File: src/rtl/led_scan_scheduler.sv
// Column-scan sequencer for an NCOLS-column LED matrix.
// Steps a column/slot counter pair while enabled, opens a brightness-sized
// drive window after a short blanking gap in every slot, and turns a host
// swap request into one buffer-latch command at the next frame boundary.
// All outputs are decoded from the current state, so they change only on
// clock edges or on reset.
module led_scan_scheduler #(
  parameter int NCOLS        = 8,
  parameter int SLOT_CYCLES  = 32,
  parameter int BLANK_CYCLES = 2,
  parameter int BRIGHT_W     = 8
) (
  input  logic                     clk,
  input  logic                     reset,
  input  logic                     enable,
  input  logic                     strobe_req,
  input  logic [BRIGHT_W-1:0]      brightness,
  output logic [$clog2(NCOLS)-1:0] col_idx,
  output logic [NCOLS-1:0]         col_onehot,
  output logic                     drive_en,
  output logic                     latch_pulse,
  output logic                     frame_start,
  output logic                     swap_pending
);

  localparam int CW     = $clog2(NCOLS);
  localparam int SW     = $clog2(SLOT_CYCLES);
  localparam int MAX_ON = SLOT_CYCLES - BLANK_CYCLES;

  localparam logic [SW-1:0] SLOT_LAST = SW'(SLOT_CYCLES - 1);
  localparam logic [CW-1:0] COL_LAST  = CW'(NCOLS - 1);
  localparam logic [SW-1:0] MAX_ON_S  = SW'(MAX_ON);
  localparam logic [SW-1:0] BLANK_S   = SW'(BLANK_CYCLES);

  logic          run_q,     run_d;
  logic [CW-1:0] col_cnt_q, col_cnt_d;
  logic [SW-1:0] slot_cnt_q, slot_cnt_d;
  logic          pending_q, pending_d;
  logic [SW-1:0] bright_q,  bright_d;

  logic [31:0]   bright_ext_s;
  logic [SW-1:0] bright_clamp_s;
  logic          slot_last_s;
  logic          frame_start_s;
  logic          latch_s;
  logic          drive_s;

  // Brightness is limited to the number of cycles left after blanking.
  always_comb begin
    bright_ext_s = 32'(brightness);
    if (bright_ext_s > 32'(MAX_ON)) begin
      bright_clamp_s = MAX_ON_S;
    end else begin
      bright_clamp_s = bright_ext_s[SW-1:0];
    end
  end

  // Output decode from the current state: column select, drive window, markers.
  always_comb begin
    slot_last_s   = (slot_cnt_q == SLOT_LAST);
    frame_start_s = run_q && (col_cnt_q == {CW{1'b0}}) && (slot_cnt_q == {SW{1'b0}});
    latch_s       = frame_start_s && pending_q;
    drive_s       = 1'b0;
    if (run_q && (slot_cnt_q >= BLANK_S)) begin
      drive_s = ((slot_cnt_q - BLANK_S) < bright_q);
    end else begin
      drive_s = 1'b0;
    end
    col_idx      = col_cnt_q;
    drive_en     = drive_s;
    frame_start  = frame_start_s;
    latch_pulse  = latch_s;
    swap_pending = pending_q;
    if (drive_s) begin
      col_onehot = NCOLS'(1) << col_cnt_q;
    end else begin
      col_onehot = {NCOLS{1'b0}};
    end
  end

  // Next-state: scan counters, per-slot brightness capture, swap request flag.
  always_comb begin
    run_d      = run_q;
    col_cnt_d  = col_cnt_q;
    slot_cnt_d = slot_cnt_q;
    bright_d   = bright_q;
    pending_d  = pending_q;

    if (!enable) begin
      run_d      = 1'b0;
      col_cnt_d  = {CW{1'b0}};
      slot_cnt_d = {SW{1'b0}};
    end else begin
      run_d = 1'b1;
      // The very first enabled edge only starts the scan; column 0 slot 0 follows.
      if (run_q) begin
        if (slot_last_s) begin
          slot_cnt_d = {SW{1'b0}};
          if (col_cnt_q == COL_LAST) begin
            col_cnt_d = {CW{1'b0}};
          end else begin
            col_cnt_d = col_cnt_q + CW'(1);
          end
        end else begin
          slot_cnt_d = slot_cnt_q + SW'(1);
        end
      end else begin
        slot_cnt_d = slot_cnt_q;
      end
    end

    // Sampled only at slot boundaries so a slot never changes width mid-way.
    if (!run_q || slot_last_s) begin
      bright_d = bright_clamp_s;
    end else begin
      bright_d = bright_q;
    end

    // A new request outranks the latch that would otherwise retire it.
    if (strobe_req) begin
      pending_d = 1'b1;
    end else if (latch_s) begin
      pending_d = 1'b0;
    end else begin
      pending_d = pending_q;
    end
  end

  // State register with asynchronous reset.
  always_ff @(posedge clk or posedge reset) begin
    if (reset) begin
      run_q      <= 1'b0;
      col_cnt_q  <= {CW{1'b0}};
      slot_cnt_q <= {SW{1'b0}};
      pending_q  <= 1'b0;
      bright_q   <= {SW{1'b0}};
    end else begin
      run_q      <= run_d;
      col_cnt_q  <= col_cnt_d;
      slot_cnt_q <= slot_cnt_d;
      pending_q  <= pending_d;
      bright_q   <= bright_d;
    end
  end

endmodule

File: config.mk
export PLATFORM = sky130hd
export DESIGN_NAME = led_scan_scheduler
export DESIGN_NICKNAME = d
export VERILOG_FILES = /design/src/rtl/led_scan_scheduler.sv
export SDC_FILE = /design/constraint.sdc
export NUM_CORES = 1
export LEC_CHECK = 0
export BUFFER_PORTS_ARGS = -buffer_cell sky130_fd_sc_hd__buf_2
export CORE_MARGIN = 2
export CORE_UTILIZATION = 55
export CTS_BUF_LIST = sky130_fd_sc_hd__clkbuf_8
export CTS_CLUSTER_DIAMETER = 100
export DETAILED_ROUTE_END_ITERATION = 8
export PLACE_DENSITY = 0.87
export SYNTH_ARGS = -nofsm -noshare
export SYNTH_HDL_FRONTEND = slang
export SYNTH_SLANG_ARGS = --single-unit
File: constraint.sdc
create_clock -name clk -period 2.6 [get_ports clk]
set_clock_uncertainty 0.05 [all_clocks]
set_input_delay 0 -clock clk [delete_from_list [all_inputs] [get_ports clk]]
set_output_delay 0 -clock clk [all_outputs]
set_load 0.01 [all_outputs]
# Word-level counts from Yosys, hierarchy flattened

Cells that the tools add are included.

Register bits: 15
Output and inout port bits: 15
Word-level logic and storage cells: 39

Add/sub/neg operators: 3
Magnitude comparators: 3
Eq/ne operators: 4
Shift operators: 1
Muxes and demuxes: 13
Reduce and logical (&&, ||, !) cells: 10

Operators by type and width:

| operator                                                                        | count |
|---|---|
| 5-bit two-way mux                                                               | 4 |
| 3-bit two-way mux                                                               | 4 |
| 8-bit by 5-bit greater-than comparator with 1-bit output, second input constant | 1 |
| 8-bit two-way mux                                                               | 1 |
| 1-bit by 3-bit left shift with 8-bit output, first input constant               | 1 |
| 5-bit by 1-bit adder with 5-bit output, second input constant                   | 1 |
| 5-bit equality test, second input constant                                      | 1 |
| 5-bit by 2-bit >= comparator with 1-bit output, second input constant           | 1 |
| 5-bit logical NOT                                                               | 1 |
| 5-bit < comparator                                                              | 1 |
| 5-bit by 2-bit subtractor with 5-bit output, second input constant              | 1 |
| 1-bit logical AND                                                               | 4 |
| 1-bit two-way mux                                                               | 4 |
| 2-bit by 1-bit inequality test with 1-bit output, second input constant         | 2 |
| 3-bit by 1-bit adder with 3-bit output, second input constant                   | 1 |
| 3-bit equality test, second input constant                                      | 1 |
| 3-bit logical NOT                                                               | 1 |
| 2-bit AND reduction                                                             | 1 |
| 2-bit nonzero test                                                              | 1 |
| 1-bit logical NOT                                                               | 1 |
| 1-bit logical OR                                                                | 1 |

# Logic depth before layout (Yosys ltp)

Gate-level depths: netlist of run 1.

Depth in word-level cells: 6
Mapped depth: 8

# Least setup slack after synthesis of run 1

OpenSTA, ideal clock, no wires.

Path type: reg2out
Start: reg slot_cnt_q[2]
End: out col_onehot[3]
Data arrival time: 1,889 ps
Setup slack: 661 ps
Cell stages (with the launch flop): 8
Path buffers: 1
Path through: dfrtp_1 nor3_1 xor2_1 ha_1 buf_1 nand2_1 o211ai_2 a311oi_1

Longest elaborated chain between the ends: 4
Elaborated cells on any way between the ends: 6
Classes of those cells: add/sub: 1; order compare: 2; mux: 2; reduce/logical: 1

Ends and longest elaborated chain:

| element                                                                                                       | line   | RTL |
|---|---|---|
| from (decl)                                                                                                   | 37     | `logic [SW-1:0] slot_cnt_q, slot_cnt_d;` |
| from (signal assigned)                                                                                        | 134    | `slot_cnt_q <= {SW{1'b0}};` |
| from (signal assigned)                                                                                        | 140    | `slot_cnt_q <= slot_cnt_d;` |
| 5-bit by 2-bit subtractor with 5-bit output or 5-bit by 2-bit >= comparator with 1-bit output (tied branches) | 65, 64 |  |
| 5-bit < comparator or 1-bit logical AND (tied branches)                                                       | 65, 64 |  |
| 1-bit two-way mux (*)                                                                                         | 64     | `if (run_q && (slot_cnt_q >= BLANK_S)) begin` |
| 8-bit two-way mux (*)                                                                                         | 74     | `if (drive_s) begin` |
| to (decl)                                                                                                     | 19     | `output logic [NCOLS-1:0] col_onehot,` |

Mark *: on every way between the ends. The rest lies on a longest branch, timed or not.

# Worst setup path in the final report of run 1

Start: reg slot_cnt_q[1]
End: out col_onehot[4]

Same word-level chain as after synthesis.

==> metrics.md, run 1 <==
| Metric | Value |
|---|---|
| Worst path arrival time | `2.32 ns` |
| Post-route clock period utilization | `91.1%` |
| Final #Nets | `183` |
| Main flop type after synthesis | `dfrtp_1` |
| First-pass GRT wire length | `4130 µm` |
| Reg2reg end | `bright_q[2]` |
| CP max stage delay | `0.44 ns` |
| Routability cong. | `0.832` |
| Outcome | `complete, no violations` |
| Crit path to | `col_onehot[4]` |
| Mapped Cells | `120` |
| Max-slew headroom | `61.4%` |
| Crit path launch type | `register` |
| Setup crit end kind | `output port` |
| Placed insts | `168` |
| Row cnt | `16` |
| VDD IR max | `0.000458 V` |
| Max Cap Viol | `0` |
| Pin count of the biggest net entering global routing | `16` |
| HPWL after DPL | `~1800 µm` |
| Critical Path Fanout Max | `9` |
| Slew Limit Fails | `0` |
| Fin Setup TNS | `0 ns` |
| DRC viols | `0` |
| Lkg Pwr | `0.700 nW` |
| Vias | `about 980` |
| Clk sinks | `15` |
| Min-delay worst type | `input port to register` |
| # IOs | `27` |
| CTS Root Cell | `clkbuf_8` |
| Grt total ovfl | `0` |
| Post-synthesis adder-cell area fraction | `~18%` |
| 1st-pass router iterations | `4` |
| Post-DRT Antenna Nets | `0` |
| Core Footprint | `1940 µm²` |
| Fraction of layout instances using a drive strength above 1 | `22.7%` |
| Post-synthesis mux area share | `1.79%` |
| Ant diodes | `0` |
| Net Count, Synth | `148` |
| Worst r2r path cells | `6` |
| 1st-iter DRT viols | `25` |
| Register bit total from synthesis | `15` |
| Slowest-stage cell, CP | `dfrtp_1` |
| Area grow syn2layout | `23.8%` |
| CP Depth | `8` |
| Final setup viols | `0` |
| Fmax | `422 MHz` |
| CP top delay family | `compound AO/OA/AOI/OAI gates` |
| Number of port buffers | `26` |
| RSZ-0062 raised after global routing | `no` |
| Synth Area in XOR/XNOR | `1.56%` |
| CP required | `2.55 ns` |
| Post-synthesis sequential area ratio | `33.5%` |
| Clk slew on worst S/H paths | `0.06 ns` |
| Clock buffer depth | `2` |
| Post-Synth Simple-Gate Area | `19.3%` |
| Cell Count, Final, Fillers Out | `about 180` |
| Reg2Reg Setup Slack | `~0.43 ns` |
| Antenna violations before repair | `0` |
| Via-per-instance ratio | `5.44` |
| Clock latency on the worst-skew pair | `0.25 ns` |
| Main combinational cell family by area after synthesis | `simple AND/OR/NAND/NOR gates` |
| H-tree levels | `1` |
| Post-synthesis cell type count | `33` |
| WP buf/inv | `3` |
| Die height | `49.1 µm` |
| WL/cell | `13.4 µm` |
| PwrDens | `390 nW/µm²` |
| FF-to-FF Start | `slot_cnt_q[1]` |
| Ys async rst share | `100%` |
| Vias in the first global route | `930` |
| Critical path class | `register to output port` |
| Crit path cell chain | `inv_1 > ha_1 > inv_1 > ha_1 > a21oi_1 > o21ai_1 > a311oi_1 > buf_2` |
| Worst Tran Pin Value | `0.578 ns` |
| Min-delay src | `brightness[7]` |
| Worst Setup SP | `slot_cnt_q[1]` |
| Compound-Gate Fraction of Synth Area | `17.5%` |
| Syn_area_per_cell | `9.33 µm²` |
| Gr usage total | `21.9%` |
| WL final | `2420 µm` |
| Die width | `49.1 µm` |
| CTS buffer count | `3` |
| Initial core utilization | `about 58%` |
| Cell area after synthesis | `1120 µm²` |
| Final Hold Fails | `0` |
| Warnings from Yosys | `0` |
| CTS tree | `done` |
| Post-synth EDFFs | `0` |
| Post-Place Worst Slack | `0.471 ns` |
| Tmin final | `between 2 and 2.5 ns` |
| Die Area | `2410 µm²` |
| Setup ws final | `0.233 ns` |
## synthesized netlist by cell type, types with 3 or more instances
master,instances,share of area (%)
a21oi_1,5,2.2
a2bb2oi_1,4,3.1
a311oi_1,9,7.0
dfrtp_1,15,34
ha_1,16,18
inv_1,16,5.4
nand2_1,15,5.0
nand2b_1,3,1.7
nor2_1,3,1.0
nor2b_1,3,1.7
## per-stage QoR
step | hold slack [ns] | instance area (µm²) | total power [mW] | utilization, %
floorplan | -0.149 | 1120 | 0.316 | -
global placement | 0.0266 | 1250 | 0.338 | 64.4
detailed placement | 0.0463 | 1250 | 0.343 | 64.4
CTS | 0.00171 | 1390 | 0.547 | 71.4
global route | 0.0211 | 1390 | 0.572 | 71.4
finish | 0.00818 | 1390 | 0.540 | 71.4
## timing repair
action                                 in CTS  in global routing
buffers inserted                            0                  0
hold buffers                                9                  0
gates resized for setup                     0                  0
endpoints found under the hold margin      23                  0
setup endpoints to repair                   0                  0
## layout make-up
cell class	instances	area, µm²
flip-flops and latches	15	375
well taps	27	33.8
inverters	16	60.1
fillers	148	556
clock inverters	1	5.00
multi-input cells	84	651
repair buffers	35	220
clock buffers	3	41.3
## cell usage in the layout, fill, tap and decap left out, types with 2 or more instances in the layout
cell / n
mux2i_1: 2
dlygate4sd3_1: 9
nand2b_1: 3
ha_1: 16
xor2_1: 2
clkbuf_8: 3
inv_1: 16
a2bb2oi_1: 4
nand2_1: 15
a31oi_1: 2
a311oi_1: 9
nor2b_1: 3
buf_2: 26
and2_1: 2
nor2_1: 3
a21oi_1: 5
nand3b_1: 2
dfrtp_1: 15
nand3_1: 2
## where the power goes
group | leakage, nW | switching, mW | total (mW) | internal, mW
logic | 0.492 | 0.0568 | 0.102 | 0.0448
clock network | 0.0255 | 0.0841 | 0.190 | 0.106
registers | 0.183 | 0.00788 | 0.249 | 0.241
## cell families after synthesis
kind of cell / count (synthesis)
buf+inv: 21
simple gates: 38
compound gates: 26
xor+xnor: 2
mux: 2
fa+ha+maj: 16
flops: 15
## sequential cells by signal, indices dropped and copies added (netlist names)
| name | flops |
|---|---|
| bright_q | 5 |
| col_idx | 3 |
| run_q | 1 |
| slot_cnt_q | 5 |
| swap_pending | 1 |
## tightest hold or removal path, stage by stage
cell and delay, ns:
buf_2 0.08, or4_4 0.14, o21ai_2 0.06
## how the worst min path moves through the flow
stage	cells after the start	to	slack, ns
3_5_place_dp	2	bright_q[4]	0.05
6_report	3	bright_q[0]	0.008
3_3_place_gp	2	slot_cnt_q[0]	0.03
4_1_cts	3	bright_q[0]	0.002
5_1_grt	3	bright_q[0]	0.02
2_1_floorplan	1	bright_q[0]	-0.15
## metal layers
| metal | global-route usage, % | vias up | part of all wire, % |
|---|---|---|---|
| li1 | - | 491 | - |
| met1 | 27.7 | 462 | 44 |
| met2 | 38.3 | 31 | 51 |
| met3 | 3.07 | 0 | 4.8 |
| met4 | 7.14 | 0 | 0 |
| met5 | 0 | - | 0 |
(Power assumes the default switching activity.)
==> inputs of run 2 (changes only) <==
--- a/config.mk
+++ b/config.mk
@@ -12,6 +12,7 @@
 export CTS_CLUSTER_DIAMETER = 100
 export DETAILED_ROUTE_END_ITERATION = 8
 export PLACE_DENSITY = 0.87
+export RECOVER_POWER = 100
 export SYNTH_ARGS = -nofsm -noshare
 export SYNTH_HDL_FRONTEND = slang
 export SYNTH_SLANG_ARGS = --single-unit
==> metrics.md, run 2 (synthesized netlist as in run 1, its figures left out) <==
| Metric | Value |
|---|---|
| Grt total ovfl | `0 (unchanged)` |
| Clk slew on worst S/H paths | `0.06 ns (about the same)` |
| CTS tree | `done` |
| Fin area | `1350 µm² (-2.6%)` |
| Cts hold-fix bufs | `9 (unchanged)` |
| 1st-iter DRT viols | `27 (+8.0%)` |
| Via-per-instance ratio | `5.39 (-0.91%)` |
| Slew Limit Fails | `0 (unchanged)` |
| Setup bufs post-CTS | `0 (unchanged)` |
| Final setup viols | `0 (unchanged)` |
| Setup ws final | `0.229 ns (-0.00364 ns)` |
| CTS Root Cell | `clkbuf_8` |
| HPWL after DPL | `1760 µm (unchanged)` |
| Crit path launch type | `register` |
| Clock buffer depth | `2 (unchanged)` |
| Share of power burned in registers | `46.3% (+0.3 points)` |
| Area occupied by multi-input gates | `633 µm² (-2.7%)` |
| Die width | `49.1 µm (unchanged)` |
| Lkg Pwr | `0.629 nW (-10%)` |
| Fmax | `422 MHz (-0.15%)` |
| # fillers | `164 (+11%)` |
| First-pass GRT wire length | `4130 µm (unchanged)` |
| # IOs | `27 (unchanged)` |
| Clock latency on the worst-skew pair | `0.25 ns (about the same)` |
| Internal power | `0.388 mW (-0.83%)` |
| Gate power share | `18.3% (-0.5 points)` |
| Routability cong. | `0.832 (unchanged)` |
| Final Hold Fails | `0 (unchanged)` |
| Post-CTS sizing | `0 (unchanged)` |
| Fin Setup TNS | `0 ns (unchanged)` |
| CP required | `2.55 ns (about the same)` |
| Gr usage total | `21.9% (unchanged)` |
| Die height | `49.1 µm (unchanged)` |
| Post-Place Worst Slack | `0.471 ns (unchanged)` |
| DRC viols | `0 (unchanged)` |
| Antenna violations before repair | `0 (unchanged)` |
| Min-delay worst type | `input port to register` |
| Die Area | `2410 µm² (unchanged)` |
| Number of port buffers | `26 (unchanged)` |
| Most frequent cells in the layout | `16 x inv_1, 16 x ha_1, 15 x nand2_1, 15 x dfrtp_1, 15 x clkbuf_1` |
| Clk sinks | `15 (unchanged)` |
| Ant diodes | `0 (unchanged)` |
| WL final | `2450 µm (+1.0%)` |
| Outcome | `complete, no violations` |
| Worst path arrival time | `2.32 ns (about the same)` |
| H-tree levels | `1 (unchanged)` |
| CTS buffer count | `3 (unchanged)` |
| Vias in the first global route | `930 (unchanged)` |
| Area grow syn2layout | `20.6%` |
| Pin count of the biggest net entering global routing | `16 (unchanged)` |
| Storage cell area | `375 µm² (unchanged)` |
| Max-slew headroom | `61.3% (-0.073 points)` |
| Max Cap Viol | `0 (unchanged)` |
| WL/cell | `13.5 µm (+1.0%)` |
| DP Area | `1250 µm² (unchanged)` |
| Psw | `0.148 mW (-0.25%)` |
| Post-route clock period utilization | `91.2% (+0.14 points)` |
| Setup crit end kind | `output port` |
| Critical path class | `register to output port` |
| Fraction of layout instances using a drive strength above 1 | `11.0% (-12 points)` |
| Initial core utilization | `57.7% (unchanged)` |
| VDD IR max | `0.000454 V (-0.89%)` |
| Tmin final | `2.37 ns (+0.00364 ns)` |
| RSZ-0062 raised after global routing | `no` |
| Switch share | `27.7% (+0.12 points)` |
| Final #Nets | `183 (unchanged)` |
| PwrDens | `398 nW/µm² (+2.0%)` |
| Worst Tran Pin Value | `0.580 ns (+0.00109 ns)` |
| Post-DRT Antenna Nets | `0 (unchanged)` |
| Row cnt | `16 (unchanged)` |
| Clock share of power | `35.4% (+0.2 points)` |
| Core Footprint | `1940 µm² (unchanged)` |
| Vias | `975 (-0.91%)` |
| 1st-pass router iterations | `5 (+1)` |
| Critical Path Fanout Max | `9 (unchanged)` |
-- run 2: cell type report --
cell class / instances / area share [%]
Clock buffer: 3 / 3.06
Clock inverter: 1 / 0.371
Inverter: 16 / 4.45
Multi-Input combinational cell: 84 / 46.9
Sequential cell: 15 / 27.8
Tap cell: 27 / 2.50
Timing Repair Buffer: 35 / 14.9
-- run 2: path summary, 6_finish.rpt --
kind | startpoint | endpoint | slack [ns] | cells after the start
max | slot_cnt_q[1] | col_onehot[4] | 0.23 | 8
min | brightness[6] | bright_q[0] | 0.07 | 3
max reg2reg | slot_cnt_q[1] | bright_q[2] | 0.28 | 6
min reg2reg | bright_q[0] | bright_q[0] | 0.43 | 2
max in group asynchronous | reset | col_idx[0] | 1.82 | 3
min in group asynchronous | reset | bright_q[4] | 0.30 | 3
-- run 2: critical path: stages (launching register included) --
cell	delay, ns
dfrtp_1	0.43
inv_1	0.13
ha_1	0.30
inv_1	0.04
ha_1	0.28
a21oi_1	0.12
o21ai_1	0.21
a311oi_1	0.37
clkbuf_1	0.19
-- run 2: layer usage --
layer	GRT usage, %	vias up	wire [µm]
li1	-	492	-
met1	27.7	452	1110
met2	38.3	29	1220
met3	3.07	2	100
met4	7.14	0	9
met5	0	-	0
-- run 2: power by group through the flow --
stage / Clock (mW) / Combinational (mW) / Sequential [mW]
6_report: 0.190 / 0.0981 / 0.249
5_1_grt: 0.208 / 0.110 / 0.249
4_1_cts: 0.197 / 0.101 / 0.248
3_5_place_dp: 0 / 0.0903 / 0.253
3_3_place_gp: 0 / 0.0861 / 0.252
2_1_floorplan: 0 / 0.0652 / 0.250
-- run 2: metrics by stage --
stage / util [%] / hold WS, ns / std cells / power (mW)
after global routing: 69.5 / 0.117 / 181 / 0.568
after floorplan: - / -0.149 / 120 / 0.316
final: 69.5 / 0.0731 / 181 / 0.537
after detailed placement: 64.4 / 0.0463 / 168 / 0.343
after CTS: 71.4 / 0.00171 / 181 / 0.547
after global placement: 64.4 / 0.0266 / 168 / 0.338
==> inputs of run 3 (changes only) <==
--- a/config.mk
+++ b/config.mk
@@ -6,11 +6,12 @@
 export NUM_CORES = 1
 export LEC_CHECK = 0
 export BUFFER_PORTS_ARGS = -buffer_cell sky130_fd_sc_hd__buf_2
-export CORE_MARGIN = 2
+export CORE_MARGIN = 4
 export CORE_UTILIZATION = 55
 export CTS_BUF_LIST = sky130_fd_sc_hd__clkbuf_8
 export CTS_CLUSTER_DIAMETER = 100
 export DETAILED_ROUTE_END_ITERATION = 8
+export GPL_TIMING_DRIVEN = 0
 export PLACE_DENSITY = 0.87
 export RECOVER_POWER = 100
 export SYNTH_ARGS = -nofsm -noshare
==> constraint.sdc (replaced) <==
create_clock -name clk -period 2.6 [get_ports clk]
set_clock_uncertainty 0.05 [all_clocks]
set_input_delay 0.26 -clock clk [delete_from_list [all_inputs] [get_ports clk]]
set_output_delay 0.26 -clock clk [all_outputs]
set_load 0.01 [all_outputs]
==> metrics.md, run 3 (synthesized netlist as in run 1, its figures left out) <==
| Metric | Value |
|---|---|
| Fin area | `1340 µm² (-1.0%)` |
| Ant diodes | `0 (unchanged)` |
| Critical path class | `register to output port` |
| Die Area | `2820 µm² (+17%)` |
| DRC viols | `0 (unchanged)` |
| Most frequent cells in the layout | `17 x inv_1, 15 x nand2_1, 15 x ha_1, 15 x buf_2, 13 x dfrtp_1` |
| WL/cell | `15.1 µm (+11%)` |
| Antenna violations before repair | `0 (unchanged)` |
| Setup crit end kind | `output port` |
| Clock buffer depth | `2 (unchanged)` |
| Tmin final | `2.48 ns (+0.111 ns)` |
| M1 wire length | `1060 µm (-4.2%)` |
| Clk sinks | `15 (unchanged)` |
| CTS tree | `done` |
| H-tree levels | `1 (unchanged)` |
| Commonest non-fill, non-tap cell in the layout | `inv_1` |
| Critical Path Fanout Max | `10 (+1)` |
| 1st-pass router iterations | `4 (-1)` |
| Post-route clock period utilization | `95.5% (+4.3 points)` |
| WL final | `2670 µm (+9.0%)` |
| Tot Pwr | `0.537 mW (+0.11%)` |
| Grt total ovfl | `0 (unchanged)` |
| Max-slew headroom | `61.8% (+0.50 points)` |
| Met3 WL | `94 µm (-6.0%)` |
| Post-DRT Antenna Nets | `0 (unchanged)` |
| Top sig layer | `met4` |
| Gr usage total | `20.8% (-1.2 points)` |
| Outcome | `complete, no violations` |
| Lkg Pwr | `0.636 nW (+1.2%)` |
| Storage cell area | `378 µm² (+0.67%)` |
| Vias in the first global route | `1013 (+8.9%)` |
| Final #Nets | `179 (-2.2%)` |
| Met2 routed WL | `1430 µm (+17%)` |
| VDD IR max | `0.000368 V (-19%)` |
| Min-delay worst type | `input port to async pin` |
| Post-Place Worst Slack | `0.136 ns (-0.335 ns)` |
| CTS buffer count | `3 (unchanged)` |
| Area occupied by multi-input gates | `673 µm² (+6.3%)` |
| 1st-iter DRT viols | `20 (-26%)` |
| CP required | `2.29 ns (-0.26 ns)` |
| Routability cong. | `0.843 (+1.4%)` |
| CTS Root Cell | `clkbuf_8` |
| PwrDens | `402 nW/µm² (+1.1%)` |
| Core Footprint | `1940 µm² (unchanged)` |
| First-pass GRT wire length | `4220 µm (+2.0%)` |
| Clock latency on the worst-skew pair | `0.25 ns (about the same)` |
| Clk slew on worst S/H paths | `0.06 ns (about the same)` |
| Row cnt | `16 (unchanged)` |
| Number of port buffers | `26 (unchanged)` |
| HPWL after DPL | `2010 µm (+14%)` |
| Max Cap Viol | `0 (unchanged)` |
| Die height | `53.1 µm (+8.1%)` |
| # IOs | `27 (unchanged)` |
| Cts hold-fix bufs | `0 (-9)` |
| Pin count of the biggest net entering global routing | `16 (unchanged)` |
| Fmax | `403 MHz (-4.5%)` |
| Area grow syn2layout | `19.3%` |
| DP Area | `1280 µm² (+2.7%)` |
| Worst Tran Pin Value | `0.572 ns (-0.00747 ns)` |
| Final setup viols | `0 (unchanged)` |
| Slew Limit Fails | `0 (unchanged)` |
| Final Hold Fails | `0 (unchanged)` |
| Worst path arrival time | `2.17 ns (-0.15 ns)` |
| Setup ws final | `0.118 ns (-0.111 ns)` |
| # fillers | `172 (+4.9%)` |
| Initial core utilization | `57.7% (unchanged)` |
| Die width | `53.1 µm (+8.1%)` |
| Vias | `991 (+1.6%)` |
| Reg2Reg Setup Slack | `0.12 ns (-0.16 ns)` |
| Fraction of layout instances using a drive strength above 1 | `21.3% (+10 points)` |
| Via-per-instance ratio | `5.60 (+3.9%)` |
| Crit path launch type | `register` |
## run 3: report_power, final
part	leakage [nW]	internal (mW)	switching, mW
logic	0.430	0.0391	0.0649
registers	0.179	0.241	0.00575
clock network	0.0269	0.105	0.0822
## run 3: through the flow
step | cells | TNS [ns] | hold WS [ns] | util, %
final | 177 | 0 | 0.00744 | 68.8
after detailed placement | 173 | 0 | 0.302 | 66.1
after global placement | 173 | 0 | 0.280 | 66.1
after global routing | 177 | -0.00926 | 0.0740 | 68.8
after CTS | 176 | 0 | 0.0357 | 68.8
after floorplan | 120 | 0 | 0.111 | -
## run 3: final cells by class
cell class	count	share of cell area, %
Tap cell	27	2.53
Inverter	16	4.49
Multi-Input combinational cell	84	50.4
Buffer	4	1.69
Clock buffer	3	3.09
Sequential cell	15	28.3
Timing Repair Buffer	27	9.27
Clock inverter	1	0.281
## run 3: final timing paths
kind                            endpoint  depth (start not counted)           from
setup / recovery           col_onehot[3]                          7  slot_cnt_q[2]
hold / removal               bright_q[0]                          2          reset
setup reg to reg             bright_q[3]                          9  slot_cnt_q[1]
hold reg to reg              bright_q[0]                          2    bright_q[0]
max in group asynchronous  slot_cnt_q[2]                          2          reset
min in group clk                   run_q                          1         enable
## run 3: critical path: stages (launching register included)
cell and delay (ns):
dfrtp_2 0.45, nor3_2 0.20, xor2_1 0.18, ha_2 0.36
nand2_1 0.15, o211ai_4 0.13, a311oi_1 0.27, clkbuf_2 0.17
## run 3: routing by layer
| metal | GRT usage, % | vias to the layer above |
|---|---|---|
| li1 | - | 481 |
| met1 | 21.5 | 478 |
| met2 | 39.5 | 23 |
| met3 | 2.82 | 9 |
| met4 | 11.5 | 0 |
| met5 | 0 | - |
## run 3: timing repair
action	in CTS	in global routing
setup endpoints to repair	8	9
setup buffers	0	1
gates resized for setup	3	5
pin swaps	0	1
